<file path="config.mk">
export PLATFORM = sky130hd
export DESIGN_NAME = fetch_unit
export DESIGN_NICKNAME = d
export VERILOG_FILES = /design/src/rtl/isa_pkg.sv /design/src/rtl/fetch_next_pc.sv /design/src/rtl/fetch_unit.sv
export SDC_FILE = /design/constraint.sdc
export NUM_CORES = 1
export LEC_CHECK = 0
export ABC_AREA = 0
export ABC_CLOCK_PERIOD_IN_PS = 4550
export CORE_MARGIN = 3
export CORE_UTILIZATION = 26
export CTS_BUF_LIST = sky130_fd_sc_hd__clkbuf_8
export CTS_CLUSTER_SIZE = 28
export DETAILED_ROUTE_END_ITERATION = 10
export PLACE_DENSITY = 0.54
export SLEW_MARGIN = 20
export SYNTH_ARGS = -nofsm -noshare
export SYNTH_HDL_FRONTEND = slang
export SYNTH_SLANG_ARGS = --single-unit
</file>
<file path="constraint.sdc">
create_clock -name CLK -period 4.55 [get_ports CLK]
set_clock_uncertainty 0.1 [all_clocks]
set_input_delay 0.455 -clock CLK [delete_from_list [all_inputs] [get_ports CLK]]
set_output_delay 0.455 -clock CLK [all_outputs]
set_load 0.1 [all_outputs]
</file>
<file path="src/rtl/isa_pkg.sv">
// Shared ISA definitions for the 10-bit CPU: widths, opcode encodings,
// instruction field positions and the fetch-stage state encoding.
package isa_pkg;

    localparam int INSTR_W = 10;
    localparam int ADDR_W  = 10;

    localparam int OP_MSB = 9;
    localparam int OP_LSB = 6;
    localparam int JT_MSB = 5;
    localparam int JT_LSB = 0;

    typedef logic [OP_MSB-OP_LSB:0] opcode_t;

    localparam opcode_t OP_HALT  = 4'b0000;
    localparam opcode_t OP_SET   = 4'b0001;
    localparam opcode_t OP_STORE = 4'b0010;
    localparam opcode_t OP_SUB   = 4'b0011;
    localparam opcode_t OP_MUL   = 4'b0100;
    localparam opcode_t OP_BEQ   = 4'b1000;
    localparam opcode_t OP_JUMP  = 4'b1001;

    typedef enum logic [1:0] {
        ST_IDLE  = 2'd0,
        ST_FETCH = 2'd1,
        ST_HALT  = 2'd2
    } fetch_state_t;

    function automatic opcode_t opcode_of(input logic [INSTR_W-1:0] instr);
        return instr[OP_MSB:OP_LSB];
    endfunction

    function automatic logic [ADDR_W-1:0] jump_target_of(input logic [INSTR_W-1:0] instr);
        return ADDR_W'(instr[JT_MSB:JT_LSB]);
    endfunction

endpackage

</file>
<file path="src/rtl/fetch_next_pc.sv">
// Combinational next-PC selection for the fetch stage: redirect, JUMP,
// HALT hold, sequential increment, all reduced modulo the memory depth.
import isa_pkg::*;

module fetch_next_pc #(
    parameter int MEM_DEPTH = 64
) (
    input  logic [ADDR_W-1:0]  pc,
    input  logic [INSTR_W-1:0] instruction,
    input  logic               fetch_en,
    input  logic               redirect,
    input  logic [ADDR_W-1:0]  redirect_target,
    output logic [ADDR_W-1:0]  next_pc,
    output logic               halt_fetched
);

    localparam logic [ADDR_W:0] DEPTH = (ADDR_W+1)'(MEM_DEPTH);

    function automatic logic [ADDR_W-1:0] wrap_addr(input logic [ADDR_W-1:0] a);
        logic [ADDR_W:0] m;
        m = {1'b0, a} % DEPTH;
        return m[ADDR_W-1:0];
    endfunction

    opcode_t opcode;

    always_comb begin
        opcode       = opcode_of(instruction);
        halt_fetched = (opcode == OP_HALT);
        next_pc      = pc;
        if (redirect) begin
            next_pc = wrap_addr(redirect_target);
        end else if (fetch_en) begin
            if (opcode == OP_JUMP) begin
                next_pc = wrap_addr(jump_target_of(instruction));
            end else if (opcode == OP_HALT) begin
                next_pc = pc;
            end else begin
                next_pc = wrap_addr(pc + ADDR_W'(1));
            end
        end
    end

endmodule

</file>
<file path="src/rtl/fetch_unit.sv">
// Instruction fetch stage: owns the PC, captures the memory word into a
// one-entry IR offered to decode over valid/ready; resolves JUMP/HALT locally.
import isa_pkg::*;

module fetch_unit #(
    parameter int RESET_PC  = 0,
    parameter int MEM_DEPTH = 64
) (
    input  logic               CLK,
    input  logic               RST_N,
    input  logic               RUN,
    output logic [ADDR_W-1:0]  ADDRESS,
    input  logic [INSTR_W-1:0] INSTRUCTION,
    output logic [INSTR_W-1:0] IR_OUT,
    output logic [ADDR_W-1:0]  PC_OUT,
    output logic               IR_VALID,
    input  logic               IR_READY,
    input  logic               BRANCH_TAKEN,
    input  logic [ADDR_W-1:0]  BRANCH_TARGET,
    output logic               HALTED
);

    localparam logic [ADDR_W-1:0] PC_INIT = ADDR_W'(RESET_PC % MEM_DEPTH);

    fetch_state_t       state_p0;
    fetch_state_t       state_nxt;
    logic [ADDR_W-1:0]  pc_p0;
    logic [ADDR_W-1:0]  next_pc;
    logic [INSTR_W-1:0] ir_p1;
    logic [ADDR_W-1:0]  ir_pc_p1;
    logic               vld_p1;
    logic               fetch_en;
    logic               redirect;
    logic               halt_fetched;

    always_comb begin
        fetch_en = (state_p0 == ST_FETCH) && (!vld_p1 || IR_READY);
        redirect = BRANCH_TAKEN && (state_p0 != ST_IDLE);
    end

    fetch_next_pc #(
        .MEM_DEPTH(MEM_DEPTH)
    ) u_next_pc (
        .pc              (pc_p0),
        .instruction     (INSTRUCTION),
        .fetch_en        (fetch_en),
        .redirect        (redirect),
        .redirect_target (BRANCH_TARGET),
        .next_pc         (next_pc),
        .halt_fetched    (halt_fetched)
    );

    always_ff @(posedge CLK or negedge RST_N) begin
        if (!RST_N) begin
            state_p0 <= ST_IDLE;
        end else begin
            state_p0 <= state_nxt;
        end
    end

    // A HALT captured behind an unresolved branch is speculative, so a
    // redirect always returns the FSM to FETCH.
    always_comb begin
        state_nxt = state_p0;
        case (state_p0)
            ST_IDLE: begin
                if (RUN) state_nxt = ST_FETCH;
            end
            ST_FETCH: begin
                if (redirect)                      state_nxt = ST_FETCH;
                else if (fetch_en && halt_fetched) state_nxt = ST_HALT;
            end
            ST_HALT: begin
                if (redirect) state_nxt = ST_FETCH;
            end
            default: state_nxt = ST_IDLE;
        endcase
    end

    // Stage p0: program counter
    always_ff @(posedge CLK or negedge RST_N) begin
        if (!RST_N) begin
            pc_p0 <= PC_INIT;
        end else begin
            pc_p0 <= next_pc;
        end
    end

    // Stage p1: instruction register toward decode
    always_ff @(posedge CLK or negedge RST_N) begin
        if (!RST_N) begin
            ir_p1    <= '0;
            ir_pc_p1 <= '0;
            vld_p1   <= 1'b0;
        end else if (redirect) begin
            vld_p1 <= 1'b0;
        end else if (fetch_en) begin
            ir_p1    <= INSTRUCTION;
            ir_pc_p1 <= pc_p0;
            vld_p1   <= 1'b1;
        end else if (IR_READY) begin
            vld_p1 <= 1'b0;
        end
    end

    assign ADDRESS  = pc_p0;
    assign IR_OUT   = ir_p1;
    assign PC_OUT   = ir_pc_p1;
    assign IR_VALID = vld_p1;
    assign HALTED   = (state_p0 == ST_HALT) && !vld_p1;

endmodule

</file>
======== Word level (Yosys, flattened, before mapping) ========
Index checks and enable logic that the tools add are counted.
storage, ports and cells
  output and inout bits ................... 32
  bits of input ports ..................... 25
  word-level logic and storage cells ...... 40
  flip-flop bits (word level) ............. 33
cells by class
  bitwise logic cells ..................... 1
  mux-type cells .......................... 12
  add/sub/neg operators ................... 1
  reductions and logical operators ........ 14
  equality and inequality tests ........... 7
operators by type and width
  cell                                                                     number
  10-bit two-way mux                                                       4
  2-bit two-way mux                                                        4
  6-bit by 1-bit adder with 6-bit output, second input constant            1
  3-bit by 2-bit inequality test with 1-bit output, second input constant  2
  2-bit one-hot mux with 3 select lines                                    1
  4-bit == test, second input constant                                     1
  1-bit logical AND                                                        4
  4-bit logical NOT                                                        1
  2-bit inequality test, second input constant                             2
  2-bit AND reduction                                                      2
  2-bit nonzero test                                                       2
  1-bit two-way mux                                                        3
  3-bit AND reduction                                                      1
  3-bit nonzero test                                                       1
  2-bit by 1-bit == test with 1-bit output, second input constant          1
  2-bit == test, second input constant                                     1
  2-bit logical NOT                                                        1
  1-bit logical NOT                                                        1
  1-bit logical OR                                                         1
  1-bit NOT                                                                1

======== Logic depth before layout (Yosys ltp) ========
  depth after elaboration ................. 7
  gate-level depth with buffers ........... 6
  gate-level depth less buffers ........... 5

======== Cells and area by module ========
Synthesis repeated with hierarchy kept, for this count alone.
unflattened totals
  cells, all modules ...................... 128
  area total of the unflattened synthesis .. 1,629.1 um2
modules (own cells, without submodules)
  module         cells an instance  instances  area an instance (um2)  sequential area each (um2)
  fetch_unit     70                 1          1,258.7                 825.8
  fetch_next_pc  58                 1          370.4                   0.0

======== Worst setup path before layout ========
OpenSTA, ideal clock, no wires.
  path type ............................... register to output
  start ................................... register vld_p1 (netlist: IR_VALID)
  end ..................................... output HALTED
  data required time ...................... 3,995 ps
  stages on the path, launching flop included .. 2
  path buffers ............................ 0
  data arrival time ....................... 2,163 ps
  slack ................................... 1,832 ps
  cells stage by stage .................... dfrtp_1 nor2_1
between the ends
  word-level cells in the longest chain between the ends .. 2
ends and longest elaborated chain
  what                      RTL line           RTL
  start: declaration        fetch_unit.sv:31   logic vld_p1;
  start signal: assignment  fetch_unit.sv:94   vld_p1 <= 1'b0;
  start signal: assignment  fetch_unit.sv:96   vld_p1 <= 1'b0;
  start signal: assignment  fetch_unit.sv:100  vld_p1 <= 1'b1;
  1-bit logical NOT         fetch_unit.sv:110  assign HALTED = (state_p0 == ST_HALT) && !vld_p1;
  1-bit logical AND         fetch_unit.sv:110
  end: declaration          fetch_unit.sv:20   output logic HALTED
Every way passes these cells.

======== Worst setup path after layout ========
  start ................................... register state_p0[1]
  end ..................................... output HALTED
between the ends
  word-level cells in the longest chain between the ends .. 2
ends and longest elaborated chain
  what                      RTL line           RTL
  start: declaration        fetch_unit.sv:25   fetch_state_t state_p0;
  start signal: assignment  fetch_unit.sv:57   state_p0 <= state_nxt;
  2-bit == test             fetch_unit.sv:110
  1-bit logical AND         fetch_unit.sv:110
Every way passes these cells.

==> metrics.yaml <==
clock_network:
  post-cts-setup-buffer-count: 0
  cts_tree: "yes"
  cts.sinks: 25
  cts-root-buf: "clkbuf_8"
  clk_pin_slew_worst_paths_ns: 0.09
  cts-htree-levels: 1
  clk_path_buf_depth: 2
  clk_latency_ns: 0.27
  post_cts_resized: 0
  cts_buffers: 3
  hold_buffers: 0
logic_synthesis:
  synth_cell_types: 38
  syn_area_um2: 1308
  synth_xor_area_share_pct: 2.010
  ys_seq_elements: 25
  synth_compound_area_share_pct: 12.06
  synth_ff_type: "dfrtp_1"
  muxShareOfSynthArea_pct: 17.03
  ys_async_sr_fraction_pct: 100.0
  yosysWarnings: 0
  avgSynthCellArea_um2: 11.27
  synth-adder-area-share_pct: 0.9569
  synthSimpleGateAreaFrac_pct: 10.72
  synth_top_family_by_area: "multiplexers"
  ys_seq_area_share_pct: 47.85
  synth_cells: 116
  synth_edf_count: 0
global_routing:
  grt_pass1_wl_um: 5395
  grt_usage_pct: 11.30
  grt-ovfl-total: 0
  antenna_found_initial: 0
  first_global_vias: 1087
  grt_max_degree: 26
routing:
  viasPerCell: 4.431
  vias: 997
  drc: 0
  wl_um: 3104
  drt_first_pass_iters: 4
  initialDrtViolationCount: 48
  wl_per_cell_um: 13.80
  ant_nets: 0
worst_setup_path:
  crit_end: "HALTED"
  cp-end-kind: "primary output"
  worstRegToRegCells: 2
  cp.arrival_ns: 2.16
  critPathMaxFanout: 9
  crit_type: "reg2out"
  rrSetupSlack_ns: 2.48
  cp.required_ns: 3.99
  startpoint_type: "flip-flop"
  crit_start: "state_p0[1]"
  reg2reg_from: "state_p0[1]"
  reg2reg_to: "ADDRESS[1]"
timing:
  period_needed_ns: 2.711
  finalHoldWorstSlack_ns: 0.3924
  setup_ws_ns: 1.839
  fin_tns_setup_ns: 0
  slew_violations: 0
  rsz0062_at_grt: "false"
  setup_viol: 0
  tightest_slew_ns: 0.9987
  hold_viol_final: 0
  slew_headroom_pct: 32.69
  period_share_pct: 59.58
  fmaxAchievable_mhz: 368.9
final_layout:
  fin_nets: 185
  register_area_um2: 625.6
  final_area_um2: 1812
  areaGrowthSynthToFinish_pct: 38.56
  post-route-util_pct: 37.86
  mostFrequentLayoutCell: "clkdlybuf4s50_1"
  multi_input_area_um2: 596.8
  instances_no_fill: 225
  insertedDiodeCount: 0
  fill_cells: 489
  layout_common_cells: "44 x clkdlybuf4s50_1, 25 x dfrtp_1, 10 x nand2_1, 10 x mux2_2, 8 x conb_1"
  drive_above_1_share_pct: 16.46
die:
  die_h_um: 76.92
  ios: 57
  die_area_um2: 5916
  dieWidth_um: 76.92
  rows: 25
  core-area_um2: 4786
  start_util_pct: 27.32
run_status:
  status: "finished clean"
placement:
  place_congestion: 0.7356
  dp_slack_ns: 2.012
  portBuffers: 44
  dp_hpwl_um: 2366
  dpl-instance-area_um2: 1765
  dp.cells: 221
power:
  pwr_density_cell_nw_per_um2: 675.4
  ir_drop_mv: 0.2799
  p_leak_nw: 0.7663
  power_mw: 1.224
worst_hold_path:
  hp-class: "reg2reg"
flow_run:
  cap_violations: 0
layer usage:
layer / GRT usage [%] / vias to the layer above / routed length, um
met5: 0 / - / 0
met3: 3.286 / 2 / 189
met4: 3.261 / 0 / 27
met2: 18.73 / 30 / 1477
li1: - / 480 / -
met1: 14.19 / 485 / 1410
critical path: stages, from the launching register on:
cell             delay [ns]
dfrtp_1                0.52
nand2_1                0.13
nor2_1                 0.10
clkdlybuf4s50_1        1.14
flip-flops by register name, indices dropped and copies added, names as in the netlist:
name and cells:
IR_VALID 1, IR_OUT 10, state_p0 2, ADDRESS 6
PC_OUT 6
logic make-up after synthesis:
family	count (synthesis)
other cells	1
buf+inv	17
compound gates	23
fa+ha+maj	1
flops	25
xor+xnor	3
mux	18
simple gates	28
power breakdown:
part	switching [mW]	internal (mW)	total, mW
Sequential	0.0514	0.281	0.333
Combinational	0.564	0.193	0.757
Clock	0.0722	0.0613	0.134
final cells by class:
| cell class | instances | share of cell area, % |
|---|---|---|
| flip-flops and latches | 25 | 34.53 |
| clock inverters | 1 | 0.2762 |
| well taps | 67 | 4.627 |
| inverters | 3 | 0.6215 |
| multi-input cells | 81 | 32.94 |
| repair buffers | 45 | 24.72 |
| clock buffers | 3 | 2.279 |
worst min-delay path by stage:
| stage | startpoint | endpoint | depth (start not counted) |
|---|---|---|---|
| 6_report | PC_OUT[0] | PC_OUT[0] | 2 |
| 5_1_grt | PC_OUT[5] | PC_OUT[5] | 2 |
| 4_1_cts | PC_OUT[0] | PC_OUT[0] | 2 |
| 3_5_place_dp | PC_OUT[0] | PC_OUT[0] | 2 |
| 3_3_place_gp | PC_OUT[5] | PC_OUT[5] | 2 |
| 2_1_floorplan | RST_N | ADDRESS[0] | 0 |
cells in the mapped netlist, types with 2 or more instances:
cell | instances | area share, %
nor2_1 | 5 | 1.4
buf_4 | 8 | 4.6
inv_1 | 2 | 0.57
xor2_1 | 2 | 1.3
nand3_1 | 4 | 1.5
mux2_2 | 10 | 8.6
o211ai_1 | 3 | 1.7
o21ai_0 | 6 | 2.3
a21oi_1 | 3 | 1.1
o22a_1 | 2 | 1.3
nor3_1 | 2 | 0.77
nand2_1 | 10 | 2.9
dfrtp_1 | 25 | 48
o21a_1 | 2 | 1.1
clkbuf_1 | 3 | 0.86
mux2_4 | 6 | 6.9
mux2i_1 | 2 | 1.5
No activity file was read; power rests on OpenSTA's default activity.
